==> config.mk <==
export PLATFORM = sky130hd
export DESIGN_NAME = q_frag_ctl_loader
export DESIGN_NICKNAME = d
export VERILOG_FILES = /design/src/rtl/q_frag_ctl_loader.sv
export SDC_FILE = /design/constraint.sdc
export NUM_CORES = 1
export LEC_CHECK = 0
export ABC_AREA = 1
export CAP_MARGIN = 20
export CORE_MARGIN = 2
export CORE_UTILIZATION = 50
export CTS_BUF_LIST = sky130_fd_sc_hd__clkbuf_4
export DETAILED_ROUTE_END_ITERATION = 12
export HOLD_SLACK_MARGIN = 0.02
export MAX_ROUTING_LAYER = met4
export PLACE_DENSITY = 0.74
export SLEW_MARGIN = 20
export SYNTH_ARGS = -nofsm -noshare
export SYNTH_HDL_FRONTEND = slang
export SYNTH_SLANG_ARGS = --single-unit
==> constraint.sdc <==
create_clock -name QCK -period 3.9 [get_ports QCK]
set_input_delay 0.78 -clock QCK [delete_from_list [all_inputs] [get_ports QCK]]
set_output_delay 0.78 -clock QCK [all_outputs]
set_load 0.03 [all_outputs]
==> src/rtl/q_frag_ctl_loader.sv <==
// Serial control-frame loader for an array of Q_FRAG cells: shifts a frame into a
// shadow register, checks parity and set/reset legality, then commits it atomically.
module q_frag_ctl_loader #(
  parameter int NUM_CELLS = 8
) (
  input  logic                 QCK,
  input  logic                 QRT_N,
  input  logic                 CFG_LOAD,
  input  logic                 CFG_DI,
  input  logic                 CFG_VALID,
  output logic                 CFG_READY,
  output logic [NUM_CELLS-1:0] QDS,
  output logic [NUM_CELLS-1:0] QEN,
  output logic [NUM_CELLS-1:0] QST,
  output logic [NUM_CELLS-1:0] QRT,
  output logic                 BUSY,
  output logic                 DONE,
  output logic                 ERR
);

  localparam int PAY   = 4 * NUM_CELLS;
  localparam int CNT_W = $clog2(PAY + 1);

  typedef enum logic [1:0] {IDLE, SHIFT, PARITY} state_t;

  state_t               state_q, state_d;
  logic [CNT_W-1:0]     cnt_q, cnt_d;
  logic                 par_q, par_d;
  logic [PAY-1:0]       shadow_q, shadow_d;
  logic [NUM_CELLS-1:0] qds_q, qds_d, qen_q, qen_d, qst_q, qst_d, qrt_q, qrt_d;
  logic                 done_q, done_d, err_q, err_d;
  logic                 legal;

  always_ff @(posedge QCK or negedge QRT_N) begin
    if (!QRT_N) begin
      state_q  <= IDLE;
      cnt_q    <= '0;
      par_q    <= 1'b0;
      shadow_q <= '0;
      qds_q    <= '0;
      qen_q    <= '1;
      qst_q    <= '0;
      qrt_q    <= '0;
      done_q   <= 1'b0;
      err_q    <= 1'b0;
    end else begin
      state_q  <= state_d;
      cnt_q    <= cnt_d;
      par_q    <= par_d;
      shadow_q <= shadow_d;
      qds_q    <= qds_d;
      qen_q    <= qen_d;
      qst_q    <= qst_d;
      qrt_q    <= qrt_d;
      done_q   <= done_d;
      err_q    <= err_d;
    end
  end

  always_comb begin
    state_d  = state_q;
    cnt_d    = cnt_q;
    par_d    = par_q;
    shadow_d = shadow_q;
    qds_d    = qds_q;
    qen_d    = qen_q;
    qst_d    = qst_q;
    qrt_d    = qrt_q;
    done_d   = 1'b0;
    err_d    = 1'b0;

    // A cell asking for set and reset at once is never allowed onto the outputs.
    legal = 1'b1;
    for (int c = 0; c < NUM_CELLS; c++) begin
      if (shadow_q[4*c+2] && shadow_q[4*c+3]) legal = 1'b0;
    end

    if (CFG_LOAD) begin
      // Start or restart: whatever was shifted so far is dropped silently.
      state_d  = SHIFT;
      cnt_d    = '0;
      par_d    = 1'b0;
      shadow_d = '0;
    end else begin
      case (state_q)
        SHIFT: begin
          if (CFG_VALID) begin
            for (int i = 0; i < PAY; i++) begin
              if (cnt_q == CNT_W'(i)) shadow_d[i] = CFG_DI;
            end
            par_d = par_q ^ CFG_DI;
            cnt_d = cnt_q + CNT_W'(1);
            if (cnt_q == CNT_W'(PAY - 1)) state_d = PARITY;
          end
        end
        PARITY: begin
          if (CFG_VALID) begin
            state_d = IDLE;
            if (!(par_q ^ CFG_DI) && legal) begin
              for (int c = 0; c < NUM_CELLS; c++) begin
                qds_d[c] = shadow_q[4*c];
                qen_d[c] = shadow_q[4*c+1];
                qst_d[c] = shadow_q[4*c+2];
                qrt_d[c] = shadow_q[4*c+3];
              end
              done_d = 1'b1;
            end else begin
              err_d = 1'b1;
            end
          end
        end
        default: ;
      endcase
    end
  end

  assign CFG_READY = (state_q != IDLE);
  assign BUSY      = (state_q != IDLE);
  assign QDS       = qds_q;
  assign QEN       = qen_q;
  assign QST       = qst_q;
  assign QRT       = qrt_q;
  assign DONE      = done_q;
  assign ERR       = err_q;

endmodule

== After elaboration in Yosys (flattened, before gate mapping) ==
Index checks and enable logic that the tools add are counted.

* Add/subtract/negate cells: 1
* Equal/unequal tests: 36
* Magnitude comparators: 0
* Div/mod/pow operators: 0
* Bitwise gates (word level): 2
* Shifts and indexed selects: 0
* $mul: 0
* Mux-type cells: 62
* Reduce and logical (&&, ||, !) cells: 82

{| class="wikitable"
|+ Operators with widths
! kind !! count
|-
| $eq 6x5->1 const B || 16
|-
| $mux 32 || 3
|-
| $reduce_and 3->1 || 32
|-
| $reduce_bool 2->1 || 35
|-
| $mux 1 || 51
|-
| $eq 6x4->1 const B || 8
|-
| $eq 6x3->1 const B || 4
|-
| $mux 6 || 3
|-
| $eq 6x2->1 const B || 2
|-
| $logic_and 1x1->1 || 9
|-
| $ne 3x3->1 const B || 3
|-
| $mux 2 || 4
|-
| $reduce_and 4->1 || 2
|-
| $add 6x1->6 const B || 1
|-
| $eq 6x1->1 const B || 1
|-
| $logic_not 6->1 || 1
|-
| $pmux 2 s2 || 1
|-
| $reduce_bool 3->1 || 1
|-
| $eq 2x1->1 const B || 1
|-
| $eq 2x2->1 const B || 1
|-
| $reduce_and 2->1 || 1
|-
| $logic_not 1->1 || 1
|-
| $not 1->1 || 1
|-
| $xor 1x1->1 || 1
|}

* Memories kept: 0
* Output and inout port bits: 36
* Bits in latches: 0
* Memory bits (read-only): 0
* RAM bits: 0
* Input port bits: 5
* Word-level logic and storage cells: 224
* Flip-flop bits (word level): 75

== Longest topological paths before layout ==
Gate-level depths: netlist (run 1).

* Depth in word-level cells: 14
* Gate-level depth with buffers: 9
* Gate-level depth less buffers: 9

== Least setup slack after synthesis (run 1) ==
No wires, ideal clock.

* Path type: register -> output
* From: reg state_q[1]
* To: out CFG_READY
* Buffers on the path: 1
* Required time: 3.120 ns
* Arrival: 0.941 ns
* Stages on the path, launching flop included: 4
* Slack: 2.179 ns
* Cells stage by stage: dfrtp_1 -> inv_1 -> nand2_1 -> buf_4

* Word-level cells in the longest chain between the ends: 1

{| class="wikitable"
|+ RTL lines
! element !! RTL line !! RTL
|-
| start, declared || 26 || <nowiki>state_t state_q, state_d;</nowiki>
|-
| start signal, assigned || 47 || <nowiki>state_q <= state_d;</nowiki>
|-
| $reduce_bool 2->1 || -- ||
|-
| end, declared || 11 || <nowiki>output logic CFG_READY,</nowiki>
|}

Every way passes these cells.

== Final worst setup path (run 1) ==
* From: reg state_q[0]
* To: out BUSY

* Word-level cells in the longest chain between the ends: 1

{| class="wikitable"
|+ RTL lines
! element !! RTL line !! RTL
|-
| $reduce_bool 2->1 || 118 || <nowiki>assign BUSY = (state_q != IDLE);</nowiki>
|-
| end, declared || 16 || <nowiki>output logic BUSY,</nowiki>
|}

Every way passes these cells.

==> results of run 1 <==
## synthesized netlist by cell type
cell type,number,area [um2]
a21oi_1,2,10.0
a31oi_1,1,6.26
buf_1,1,3.75
buf_2,14,70.1
buf_4,7,52.6
buf_6,3,33.8
dfrtp_1,67,1680
dfstp_2,8,210
ha_1,4,50.1
inv_1,54,203
inv_2,7,26.3
nand2_1,212,796
nand3_1,33,165
nand3_2,1,10.0
nand3_4,1,17.5
nand4_1,37,231
nand4_4,1,21.3
nor2_1,25,93.8
nor2_2,2,12.5
nor2_4,2,22.5
nor2_8,1,20.0
nor3_1,2,10.0
o21ai_0,6,30.0
o21ai_1,6,30.0
## cells in the final DEF, fill, tap and decap left out, types with 3 or more instances in the layout
master	instances
ha_1	4
nor2_1	24
clkinv_2	3
inv_2	7
nand2_1	212
nor2_4	3
o21ai_1	6
o21ai_0	6
nand4_1	37
dfrtp_1	67
buf_4	6
clkdlybuf4s50_1	39
clkbuf_4	10
nand3_1	33
inv_1	54
dfstp_2	8
## worst max-delay path, delay by kind of cell (launching register included)
kind	cells	cell delay, ns
buf+inv	2	0.73
flops	1	0.45
simple gates	1	0.08
## registers in the layout, indices dropped and copies added, names as in the netlist
signal / flops
DONE: 1
ERR: 1
QDS: 8
QEN: 8
QRT: 8
QST: 8
cnt_q: 6
par_q: 1
shadow_q: 32
state_q: 2
## layer usage
layer	vias to the layer above	wire length [um]	part of all wire (%)	GRT usage, %
li1	1622	-	-	-
met1	1542	3840	46	29.2
met2	66	3990	48	34.8
met3	11	344	4.2	3.65
met4	0	118	1.4	8.84
met5	-	0	0	-
## cell families after synthesis
logic type                 Yosys count
AOI/OAI and AO/OA                   15
DFF                                 75
and+or+nand+nor                    317
buffers and inverters               86
adders and majority gates            4
## cell type report
type	count	area [um2]
clock buffer	10	75.1
fill	697	2970
tap	99	124
inverter	61	229
clock inverter	6	33.8
multi-input combinational	336	1530
sequential	75	1890
timing repair buffer	46	440
## final timing paths
path | from | to | slack (ns) | depth (start not counted)
max in group asynchronous | QRT_N | QEN[0] | 2.63 | 2
setup reg to reg | state_q[1] | state_q[0] | 2.15 | 6
min in group QCK | QEN[6] | QEN[6] | 0.47 | 2
hold / removal | QRT_N | QRT[5] | 0.41 | 1
setup / recovery | state_q[0] | BUSY | 1.44 | 3
hold reg to reg | QEN[6] | QEN[6] | 0.47 | 2
## power groups by stage
stage | registers [mW] | logic (mW) | clock network [mW]
2_1_floorplan | 0.803 | 0.0642 | 0
3_3_place_gp | 0.804 | 0.0979 | 0
4_1_cts | 0.789 | 0.101 | 0.412
6_report | 0.789 | 0.0999 | 0.407
5_1_grt | 0.791 | 0.113 | 0.450
3_5_place_dp | 0.804 | 0.0999 | 0
## through the flow
stage / cell area (um2) / total power [mW] / worst slack [ns]
floorplan: 3800 / 0.868 / 2.18
global placement: 4210 / 0.902 / 1.29
detailed placement: 4210 / 0.904 / 1.31
CTS: 4320 / 1.30 / 1.42
global route: 4320 / 1.35 / 1.37
finish: 4320 / 1.30 / 1.44
==> run summary, run 1 <==
H-tree depth reported by CTS -> 3
# nets final -> 538
Crit share post-route -> 63.0%
# Post-CTS Setup Buffers -> 0
Unrepaired setup endpoints after global routing -> no
Kind of critical path -> flip-flop to output port
Core area -> 7290 um2
Clock skew -> 0.0207 ns
Crit path required time -> 3.12 ns
Seq/Total Area, Yosys -> 49.6%
PortBufs -> 40
Final Hold Fails -> 0
Switching part of the total power -> 27.5%
CTS root buffer -> clkbuf_4
Synthesis Warnings -> 0
Synthesized Nets -> 506
Final worst path period need -> 2.46 ns
Final setup TNS -> 0 ns
Final core occ -> 59.3%
Post-CTS sizing -> 0
Synthesized instance count -> 497
Initial Util -> 52.1%
Run status -> complete, no violations
GR Util All Layers -> 22.2%
Die area -> 8320 um2
Max Clk Rate -> 407 MHz
Arrival time at the worst endpoint -> 1.68 ns
Hold Slack -> 0.407 ns
Drt drc -> 0
Post-Syn Area -> 3800 um2
Detailed Place HPWL -> 5660 um
Post-CTS Hold Fix Bufs -> 0
CP cell instances -> inv_2 > nand2_1 > clkdlybuf4s50_1
TritonCTS clock tree -> built
Area Growth Syn to Fin -> 13.7%
Grt total ovfl -> 0
Clock transition at path regs -> 0.13 ns
Average wire per standard cell -> 13.1 um
MaxCap Viol Count -> 0
N_diodes -> 0
Skew-Pair Late Insertion Delay -> 0.44 ns
Clock share of power -> 31.4%
Post-synthesis compound-gate area fraction -> 2.01%
XOR/XNOR Fraction of Synth Area -> 0%
Critical Path Slowest Stage Cell -> clkdlybuf4s50_1
Max Root-Sink Buffers -> 2
Synthesized flop and latch total -> 75
Via total after detailed routing -> 3241
Final GP Congestion -> 0.916
Synth Area in Adders -> 1.32%
Slew headroom -> 48.1%
Pwr/cell area -> 300 nW/um2
TritonRoute pass-1 iters -> 4
CP max FO -> 3
Max incr delay on CP -> 0.67 ns
CTS Sinks -> 75
Final cell count without fillers -> 633
Num CTS Buffers -> 9
Actual slew at the worst max-slew pin -> 0.779 ns
Largest net degree at the start of global routing -> 38
Peak supply drop -> 0.000162 V
Die Ht -> 91.2 um
CP Capture Type -> output port
Initial antenna violation count -> 0
Drt via density -> 5.12
Slew Limit Fails -> 0
Starting DRT DRC Count -> 208
Largest family of logic cells by synthesized area -> simple AND/OR/NAND/NOR gates
Syn_area_per_cell -> 7.65 um2
Final ANT Viol Nets -> 0
Combinational power share -> 7.7%
Hold Crit Class -> primary input to asynchronous set/reset pin
Dpl cells -> 617
Pleak -> 2.37 nW
Startpoint types -> flip-flop
Mux share of post-synthesis cell area -> 0%
Final setup violation count -> 0
Layout cell share with drive strength beyond 1 -> 8.61%
Number of global-route vias before repair -> 3091
Sequential power share -> 60.9%
Post-Synth Simple-Gate Area -> 36.8%
Cell Int Power -> 940 uW
Row cnt -> 31
Ports -> 41
Final WL -> 8290 um
Die W -> 91.2 um
Number of distinct library cells after synthesis -> 24
First-pass GRT wire length -> 14500 um
Sw Pwr -> 356 uW
No activity file was read; power rests on OpenSTA's default activity.
==> run 2: changes to the inputs <==
==> constraint.sdc (replaced) <==
create_clock -name QCK -period 2.4 [get_ports QCK]
set_input_delay 0.48 -clock QCK [delete_from_list [all_inputs] [get_ports QCK]]
set_output_delay 0.48 -clock QCK [all_outputs]
set_load 0.03 [all_outputs]
==> run 2 against run 1 <==
Non-clock buffer count is 2 higher. Combinational power is 65% higher. Clock skew is 0.0017 ns higher. Power is 82% higher. Critical path type unchanged. Critical endpoint is now CFG_READY.
==> run summary, run 2 (same netlist as run 1, synthesis figures left out) <==
Area Growth Syn to Fin -> 15.8% (was 13.7%)
H-tree depth reported by CTS -> 3 (unchanged)
Number of flip-flops under the largest register name -> 32 (unchanged)
Initial Util -> 52.1% (unchanged)
Final ANT Viol Nets -> 0 (unchanged)
Ports -> 41 (unchanged)
PortBufs -> 40 (unchanged)
Final WL -> 8030 um (was 8290 um)
Row cnt -> 31 (unchanged)
Drt drc -> 0 (unchanged)
Average wire per standard cell -> 12.6 um (was 13.1 um)
CTS Sinks -> 75 (unchanged)
Final worst path period need -> 2.18 ns
Skew-Pair Late Insertion Delay -> 0.46 ns (was 0.44 ns)
Startpoint types -> flip-flop (unchanged)
Layout cell share with drive strength beyond 1 -> 8.96% (was 8.61%)
Die W -> 91.2 um (unchanged)
Unrepaired setup endpoints after global routing -> no (unchanged)
Max Clk Rate -> 459 MHz
Final cell count without fillers -> 635 (was 633)
Commonest non-fill, non-tap cell in the layout -> nand2_1 (unchanged)
Post-CTS sizing -> 0 (unchanged)
Initial antenna violation count -> 0 (unchanged)
TritonCTS clock tree -> built (unchanged)
R2R cell count -> 6 (unchanged)
Grt total ovfl -> 0 (unchanged)
Num CTS Buffers -> 9 (unchanged)
# nets final -> 540 (was 538)
Starting DRT DRC Count -> 292 (was 208)
CP cell instances -> inv_2 > nand2_1 > clkdlybuf4s50_1 (unchanged)
Peak supply drop -> 0.000272 V (was 0.000162 V)
Clock transition at path regs -> 0.13 ns (about the same)
Worst path depth -> 3 (unchanged)
Kind of critical path -> flip-flop to output port (unchanged)
Largest reg by FF count -> shadow_q (unchanged)
Slew Limit Fails -> 0 (unchanged)
Dpl cells -> 619 (was 617)
Core area -> 7290 um2 (unchanged)
CP Capture Type -> output port (unchanged)
Pwr/cell area -> 536 nW/um2 (was 300 nW/um2)
Final setup violation count -> 0 (unchanged)
CP Buf/Inv Count -> 2 (unchanged)
Number of global-route vias before repair -> 2948 (was 3091)
MaxCap Viol Count -> 0 (unchanged)
Commonest cells after routing, fill and taps aside -> 212 x nand2_1, 67 x dfrtp_1, 54 x inv_1 (unchanged)
Arrival time at the worst endpoint -> 1.70 ns (was 1.68 ns)
Final Hold Fails -> 0 (unchanged)
Die Ht -> 91.2 um (unchanged)
Top delay family on crit path -> buffers and inverters (unchanged)
Slew headroom -> 67.1% (was 48.1%)
Max incr delay on CP -> 0.67 ns (about the same)
Drt via density -> 5.03 (was 5.12)
Total Power -> 2.36 mW (was 1.30 mW)
CP max FO -> 3 (unchanged)
Run status -> complete, no violations (unchanged)
Post-CTS Hold Fix Bufs -> 0 (unchanged)
Via total after detailed routing -> 3194 (was 3241)
TritonRoute pass-1 iters -> 4 (unchanged)
Critical Path Slowest Stage Cell -> clkdlybuf4s50_1 (unchanged)
Largest net degree at the start of global routing -> 76 (was 38)
Final GP Congestion -> 0.890 (was 0.916)
Crit share post-route -> 90.7%
Detailed Place HPWL -> 5240 um (was 5660 um)
First-pass GRT wire length -> 13800 um (was 14500 um)
Final setup TNS -> 0 ns (unchanged)
# Post-CTS Setup Buffers -> 0 (unchanged)
N_diodes -> 0 (unchanged)
Max Root-Sink Buffers -> 2 (unchanged)
Die area -> 8320 um2 (unchanged)
CTS root buffer -> clkbuf_4 (unchanged)
Clock skew -> 0.0224 ns (was 0.0207 ns)
Crit path required time -> 1.92 ns (was 3.12 ns)
Actual slew at the worst max-slew pin -> 0.493 ns (was 0.779 ns)
GR Util All Layers -> 21.5% (was 22.2%)
Pleak -> 2.41 nW (was 2.37 nW)
Hold Crit Class -> primary input to asynchronous set/reset pin (unchanged)
==> run 2: per-stage QoR <==
step                      instance area (um2)  util [%]  worst slack [ns]  hold WS [ns]
after global placement                   4240      58.1             0.332         0.454
after CTS                                4400      60.4             0.218        0.0595
after floorplan                          3800         -             0.979         0.184
final                                    4400      60.4             0.223        0.0295
after detailed placement                 4240      58.1             0.288         0.456
after global routing                     4400      60.4             0.160        0.0705
==> run 2: worst paths after layout <==
check / end / slack (ns) / start
hold / removal: DONE / 0.03 / QRT_N
min in group QCK: QEN[2] / 0.47 / QEN[2]
hold reg to reg: QEN[2] / 0.47 / QEN[2]
setup reg to reg: QRT[5] / 0.77 / shadow_q[7]
setup / recovery: CFG_READY / 0.22 / state_q[0]
max in group asynchronous: QEN[1] / 2.01 / QRT_N
==> run 2: layer usage <==
metal	vias to the layer above	track usage, %	share of wire (%)
li1	1627	-	-
met1	1492	28.1	45
met2	64	34.1	49
met3	11	3.24	4.4
met4	0	8.21	1.8
met5	-	-	0
==> run 2: layout make-up <==
class                   instances  area (um2)
multi-input cells             336        1530
fillers                       695        2890
well taps                      99         124
repair buffers                 48         468
clock inverters                 7        98.8
clock buffers                   9        67.6
flip-flops and latches         75        1890
inverters                      61         229
==> run 2: power breakdown <==
group          switching (mW)  total (mW)  internal (mW)
clock network           0.483       0.912          0.429
registers             0.00847        1.28           1.27
logic                   0.124       0.165         0.0415
total                   0.615        2.36           1.75
